$ cat config.mk
export PLATFORM = sky130hd
export DESIGN_NAME = vga_scan_out
export DESIGN_NICKNAME = d
export VERILOG_FILES = /design/src/rtl/vga_scan_out.sv
export SDC_FILE = /design/constraint.sdc
export NUM_CORES = 1
export LEC_CHECK = 0
export BUFFER_PORTS_ARGS = -buffer_cell sky130_fd_sc_hd__buf_2
export CAP_MARGIN = 20
export CORE_UTILIZATION = 31
export DETAILED_ROUTE_END_ITERATION = 16
export PLACE_DENSITY = 0.56
export SLEW_MARGIN = 15
export SYNTH_ARGS = -nofsm -noshare
export SYNTH_HDL_FRONTEND = slang
export SYNTH_SLANG_ARGS = --single-unit
$ cat constraint.sdc
create_clock -name clk -period 2.7 [get_ports clk]
set_clock_uncertainty 0.2 [all_clocks]
set_input_delay 0.54 -clock clk [delete_from_list [all_inputs] [get_ports clk]]
set_output_delay 0.54 -clock clk [all_outputs]
set_load 0.005 [all_outputs]
$ cat src/rtl/vga_scan_out.sv
// VGA scan-out: pixel/line counters, sync decode and one registered pin stage
// that blanks the RGB332 byte outside the visible area.
module vga_scan_out #(
    parameter int unsigned H_ACTIVE = 640,
    parameter int unsigned H_FP     = 16,
    parameter int unsigned H_SYNC   = 96,
    parameter int unsigned H_BP     = 48,
    parameter int unsigned V_ACTIVE = 480,
    parameter int unsigned V_FP     = 10,
    parameter int unsigned V_SYNC   = 2,
    parameter int unsigned V_BP     = 33,
    parameter logic        SYNC_POL = 1'b0
) (
    input  logic       clk,
    input  logic       rst_n,
    input  logic       pix_ce,
    input  logic [7:0] rgb,
    output logic [9:0] pixel_x,
    output logic [9:0] pixel_y,
    output logic       active,
    output logic       frame_start,
    output logic [2:0] vga_r,
    output logic [2:0] vga_g,
    output logic [1:0] vga_b,
    output logic       vga_hs,
    output logic       vga_vs
);

    localparam int unsigned CW       = 10;
    localparam int unsigned H_TOTAL  = H_ACTIVE + H_FP + H_SYNC + H_BP;
    localparam int unsigned V_TOTAL  = V_ACTIVE + V_FP + V_SYNC + V_BP;
    localparam int unsigned HS_START = H_ACTIVE + H_FP;
    localparam int unsigned HS_END   = HS_START + H_SYNC;
    localparam int unsigned VS_START = V_ACTIVE + V_FP;
    localparam int unsigned VS_END   = VS_START + V_SYNC;

    logic [CW-1:0] x_q, x_d;
    logic [CW-1:0] y_q, y_d;
    logic          fs_q, fs_d;
    logic [7:0]    rgb_q, rgb_d;
    logic          hs_q, hs_d;
    logic          vs_q, vs_d;

    logic          x_last_c, y_last_c;
    logic          active_c, hs_raw_c, vs_raw_c;

    assign x_last_c = (x_q == CW'(H_TOTAL - 1));
    assign y_last_c = (y_q == CW'(V_TOTAL - 1));
    assign active_c = (x_q < CW'(H_ACTIVE)) && (y_q < CW'(V_ACTIVE));
    assign hs_raw_c = (x_q >= CW'(HS_START)) && (x_q < CW'(HS_END));
    assign vs_raw_c = (y_q >= CW'(VS_START)) && (y_q < CW'(VS_END));

    // Counter advance and pin-stage load, both gated by the pixel enable
    always_comb begin
        x_d   = x_q;
        y_d   = y_q;
        fs_d  = 1'b0;
        rgb_d = rgb_q;
        hs_d  = hs_q;
        vs_d  = vs_q;
        if (pix_ce) begin
            if (x_last_c) begin
                x_d  = '0;
                y_d  = y_last_c ? '0 : y_q + CW'(1);
                fs_d = y_last_c;
            end else begin
                x_d = x_q + CW'(1);
            end
            rgb_d = active_c ? rgb : 8'h00;
            hs_d  = hs_raw_c ? SYNC_POL : ~SYNC_POL;
            vs_d  = vs_raw_c ? SYNC_POL : ~SYNC_POL;
        end
    end

    always_ff @(posedge clk or negedge rst_n) begin
        if (!rst_n) begin
            x_q   <= '0;
            y_q   <= '0;
            fs_q  <= 1'b0;
            rgb_q <= 8'h00;
            hs_q  <= ~SYNC_POL;
            vs_q  <= ~SYNC_POL;
        end else begin
            x_q   <= x_d;
            y_q   <= y_d;
            fs_q  <= fs_d;
            rgb_q <= rgb_d;
            hs_q  <= hs_d;
            vs_q  <= vs_d;
        end
    end

    assign pixel_x     = x_q;
    assign pixel_y     = y_q;
    assign active      = active_c;
    assign frame_start = fs_q;
    assign vga_r       = rgb_q[7:5];
    assign vga_g       = rgb_q[4:2];
    assign vga_b       = rgb_q[1:0];
    assign vga_hs      = hs_q;
    assign vga_vs      = vs_q;

endmodule

# Word level (Yosys, flattened, before mapping)
# Cells that the tools add are included.
# classes
n_shift,0
mux,7
n_div,0
n_eq_ne,2
bitwise,0
reduce_logical,4
multipliers,0
magnitude_cmp,6
n_addsub,2
# ops
op,count
$add 10x1->10 const B,2
$eq 10x10->1 const B,2
$lt 10x10->1 const B,2
$lt 10x9->1 const B,2
$mux 10,2
$ge 10x10->1 const B,1
$ge 10x9->1 const B,1
$mux 8,1
$mux 1,4
$logic_and 1x1->1,3
$reduce_and 2->1,1
# totals
memories,0
out_inout_bits,32
latchBits,0
ff_bits,31
inputBits,11
romBits,0
wordCells,27
ramBits,0

# Depth between registers and ports, before layout
# depth
ltp_word,3
ltp_mapped,6
ltp_nobuf,6

# Least setup slack after synthesis
# OpenSTA, ideal clock, no wires.
# synth_timing
kind,flip-flop to output port
startpoint,register y_q[5] (netlist: pixel_y[5])
endpoint,output active
required_time_ps,1960
path_stages_with_launch,5
arrival_ps,1052
path_slack_ps,908
path_cell_list,dfrtp_1 and3_1 nand2_1 nand3_1 inv_1
# synth_between
elab_chain_cells,2
# synth_rtl
item,line,rtl
start: declaration,38,"logic [CW-1:0] y_q, y_d;"
start signal: assignment,85,y_q <= y_d;
$lt 10x9->1,49,assign active_c = (x_q < CW'(H_ACTIVE)) && (y_q < CW'(V_ACTIVE));
$logic_and 1x1->1,49,
end: declaration,20,"output logic active,"
# No other way between the ends.

# Worst setup path in the final report
# Ends and elaborated chain as after synthesis.

==> run_summary.xml <==
<?xml version="1.0" encoding="UTF-8"?>
<metrics>
  <group name="status">
    <metric name="outcome" unit="">finished, final reports clean</metric>
  </group>
  <group name="final_layout">
    <metric name="nets" unit="">219</metric>
    <metric name="final_core_util" unit="">0.398</metric>
    <metric name="register_area" unit="um^2">778</metric>
    <metric name="post_layout_nonfiller_instances" unit="">272</metric>
    <metric name="mostFrequentLayoutCells" unit="">42 x buf_2, 29 x dfrtp_1, 18 x nand2_1</metric>
    <metric name="post_route_cells_drive_above_1_share" unit="">0.288</metric>
    <metric name="layout_commonest_cell" unit="">buf_2</metric>
    <metric name="area_growth_syn_to_layout" unit="%">21.7</metric>
    <metric name="nFillCells" unit="">506</metric>
    <metric name="multi_input_area" unit="um^2">692</metric>
    <metric name="num_antenna_cells" unit="">0</metric>
  </group>
  <group name="placed_design">
    <metric name="numPortBuffers" unit="">42</metric>
    <metric name="post_detailed_placement_half_perimeter_wirelength" unit="um">2440</metric>
    <metric name="place_inst" unit="">264</metric>
    <metric name="routabilityCongestion" unit="">0.804</metric>
  </group>
  <group name="clocking">
    <metric name="cts.hold.buffers_added" unit="">0</metric>
    <metric name="numCtsBuffers" unit="">5</metric>
    <metric name="clock_tree_from_tritoncts" unit="">built</metric>
    <metric name="htree_num_levels" unit="">2</metric>
    <metric name="numClockSinks" unit="">31</metric>
    <metric name="cts-root-to-sink-buffers" unit="">2</metric>
    <metric name="worst_setup_hold_path_clk_slew" unit="ns">0.07</metric>
    <metric name="post_cts.resized_instances" unit="">0</metric>
    <metric name="clkLatencyLatePin" unit="ns">0.28</metric>
    <metric name="cts_post_setup_buffers_inserted" unit="">0</metric>
    <metric name="root_buffer" unit="">clkbuf_8</metric>
  </group>
  <group name="power">
    <metric name="pwr-share-comb" unit="">0.146</metric>
    <metric name="switching_share" unit="">0.290</metric>
    <metric name="ir_worst_vdd" unit="V">0.000239</metric>
    <metric name="leakage" unit="nW">0.931</metric>
    <metric name="pwr_density_cell" unit="nW/um^2">556</metric>
    <metric name="flop_pwr_share" unit="">0.526</metric>
    <metric name="clkPwrFrac" unit="">0.328</metric>
    <metric name="netSwitchingPower" unit="mW">0.309</metric>
    <metric name="cell_internal_pwr" unit="mW">0.756</metric>
  </group>
  <group name="global_route">
    <metric name="antenna_violations_before_repair" unit="">0</metric>
    <metric name="grt_pass1_vias" unit="">1191</metric>
    <metric name="grt_start_max_net_pins" unit="">32</metric>
    <metric name="global_route_wire_length_before_repair" unit="um">5720</metric>
    <metric name="grt-ovfl-total" unit="">0</metric>
    <metric name="globalRouteTotalUtil" unit="">0.141</metric>
  </group>
  <group name="drt">
    <metric name="wirelength" unit="um">3450</metric>
    <metric name="dr_vias" unit="">1277</metric>
    <metric name="post-route-drc-count" unit="">0</metric>
    <metric name="remaining_antenna_violation_count" unit="">0</metric>
    <metric name="routed_via_density" unit="">4.69</metric>
    <metric name="final_routed_wire_length_divided_by_cell_count" unit="um">12.7</metric>
    <metric name="detailedRoute.firstIterationViolations" unit="">83</metric>
    <metric name="drtPass1Iterations" unit="">4</metric>
  </group>
  <group name="setup_path">
    <metric name="critical_path_required" unit="ns">1.96</metric>
    <metric name="endpoint" unit="">active</metric>
    <metric name="worstSetupEndpointType" unit="">output pin</metric>
    <metric name="cp_max_fo" unit="">9</metric>
    <metric name="crit_arrival" unit="ns">1.62</metric>
    <metric name="reg2reg_from" unit="">pixel_x[5]</metric>
    <metric name="critical_path.startpoint_type" unit="">flop</metric>
    <metric name="worst_r2r_endpoint" unit="">pixel_x[9]</metric>
    <metric name="r2r_slack" unit="ns">0.62</metric>
    <metric name="timing.critical_path.from" unit="">pixel_y[5]</metric>
    <metric name="rr_worst_depth" unit="">4</metric>
    <metric name="critPathKind" unit="">flop to output pin</metric>
  </group>
  <group name="synthesis">
    <metric name="netlist-cell-type-count" unit="">36</metric>
    <metric name="yosysSeqAreaShare" unit="">0.494</metric>
    <metric name="yosysWarningCount" unit="">0</metric>
    <metric name="syn_nets" unit="">174</metric>
    <metric name="gate_count_post_synth" unit="">159</metric>
    <metric name="synth_area" unit="um^2">1570</metric>
    <metric name="yosys.area.top_type_share" unit="">0.461</metric>
    <metric name="yosysTopAreaCell" unit="">dfrtp_1</metric>
    <metric name="post_synth.cell_area_avg" unit="um^2">9.90</metric>
    <metric name="yosys_register_bits" unit="">31</metric>
    <metric name="synth_area_leaders" unit="">dfrtp_1 46%, nand2_1 4.3%, xnor2_1 3.9%, inv_1 3.8%, o22ai_1 3.6%</metric>
  </group>
  <group name="floorplan">
    <metric name="i_o_pin_total" unit="">43</metric>
    <metric name="initial_cell_density_of_the_core" unit="">0.327</metric>
    <metric name="floorplan.rows" unit="">25</metric>
    <metric name="fp.dieW" unit="um">73.3</metric>
    <metric name="die_area" unit="um^2">5370</metric>
    <metric name="core" unit="um^2">4820</metric>
    <metric name="floorplan.die.height" unit="um">73.3</metric>
  </group>
  <group name="sta">
    <metric name="setup_viol" unit="">0</metric>
    <metric name="final-hold-violation-count" unit="">0</metric>
    <metric name="peak_freq" unit="MHz">423</metric>
    <metric name="final_max_slew_viol_count" unit="">0</metric>
    <metric name="setup_repair_after_global_routing_missed_its_margin" unit="">no</metric>
    <metric name="fin_crit" unit="ns">2.36</metric>
    <metric name="final_min_period_over_clock_period" unit="">0.876</metric>
    <metric name="setup-tns-final" unit="ns">0</metric>
    <metric name="worst_slew_pin_slew" unit="ns">0.694</metric>
    <metric name="timing.max_slew.rel_slack" unit="">0.537</metric>
  </group>
  <group name="worst_hold_path">
    <metric name="hold_path_class" unit="">input port to asynchronous set/reset pin</metric>
  </group>
  <group name="flow_run">
    <metric name="max_cap_violations" unit="">0</metric>
  </group>
</metrics>
-- cell type report --
class                      count  share of cell area
inverter                      16              0.0314
clock buffer                   5              0.0359
multi-input combinational    107               0.361
timing repair buffer          43               0.114
clock inverter                 3             0.00784
tap                           67              0.0438
sequential                    31               0.406
-- worst max-delay path, cell delays in order (launching register included) --
cell and delay [ns]:
dfrtp_1 0.43, and3_1 0.22, nand2_1 0.14, nand3_1 0.32, inv_1 0.12, buf_2 0.12
-- flip-flops by register name, indices dropped and copies added, names as in the netlist --
register	flops
pixel_y	10
rgb_q	8
vga_vs	1
pixel_x	10
frame_start	1
vga_hs	1
-- logic make-up (layout without fill, tap and decap cells) --
| kind of cell | Yosys count | count (layout) | share of synthesized area |
|---|---|---|---|
| AND/OR/NAND/NOR | 67 | 67 | 0.242 |
| multiplexers | 2 | 2 | 0.0135 |
| buffers and inverters | 21 | 67 | 0.0660 |
| adder cells (fa/ha/maj) | 4 | 4 | 0.0318 |
| XOR/XNOR | 10 | 10 | 0.0556 |
| flip-flops | 31 | 31 | 0.494 |
| AO/OA/AOI/OAI | 24 | 24 | 0.0970 |
-- layer usage --
metal | wire length, um | GRT usage | vias to the layer above
li1 | - | - | 638
met1 | 1690 | 0.195 | 597
met2 | 1520 | 0.209 | 37
met3 | 198 | 0.0466 | 5
met4 | 44 | 0.0479 | 0
met5 | 0 | 0 | -
-- cell usage after synthesis, drive strengths merged --
master,number
a21oi,2
a22o,2
and2,2
and3,7
and4bb,1
buf,2
clkbuf,3
dfrtp,29
dfstp,2
ha,4
inv,16
mux2,1
mux2i,1
nand2,18
nand2b,2
nand3,8
nand4,6
nand4bb,1
nor2,11
nor2b,1
nor3,4
nor3b,1
nor4,3
nor4b,1
o211ai,1
o21ai,7
o221ai,1
o22ai,9
o2bb2ai,2
or3,1
xnor2,7
xor2,3
-- power groups by stage --
stage | combinational (mW) | sequential, mW | clock (mW)
after global placement | 0.159 | 0.568 | 0
after CTS | 0.159 | 0.560 | 0.369
after detailed placement | 0.159 | 0.569 | 0
final | 0.155 | 0.560 | 0.350
after global routing | 0.182 | 0.569 | 0.388
after floorplan | 0.106 | 0.556 | 0
-- how the worst min path moves through the flow --
stage	cells after the start	start	slack [ns]	endpoint
final	1	rst_n	0.10	pixel_x[6]
after floorplan	0	rst_n	0.04	frame_start
after global routing	1	rst_n	0.15	pixel_x[7]
after CTS	1	rst_n	0.13	rgb_q[7]
after detailed placement	2	vga_vs	0.29	vga_vs
after global placement	2	vga_vs	0.28	vga_vs
-- per-stage QoR --
step	power (mW)	setup slack [ns]	area, um^2	hold WS (ns)
2_1_floorplan	0.662	0.908	1570	0.0444
3_3_place_gp	0.726	0.633	1830	0.280
3_5_place_dp	0.727	0.652	1830	0.293
4_1_cts	1.09	0.320	1920	0.127
5_1_grt	1.14	0.221	1920	0.153
6_report	1.06	0.335	1920	0.101
(Power assumes the default switching activity.)
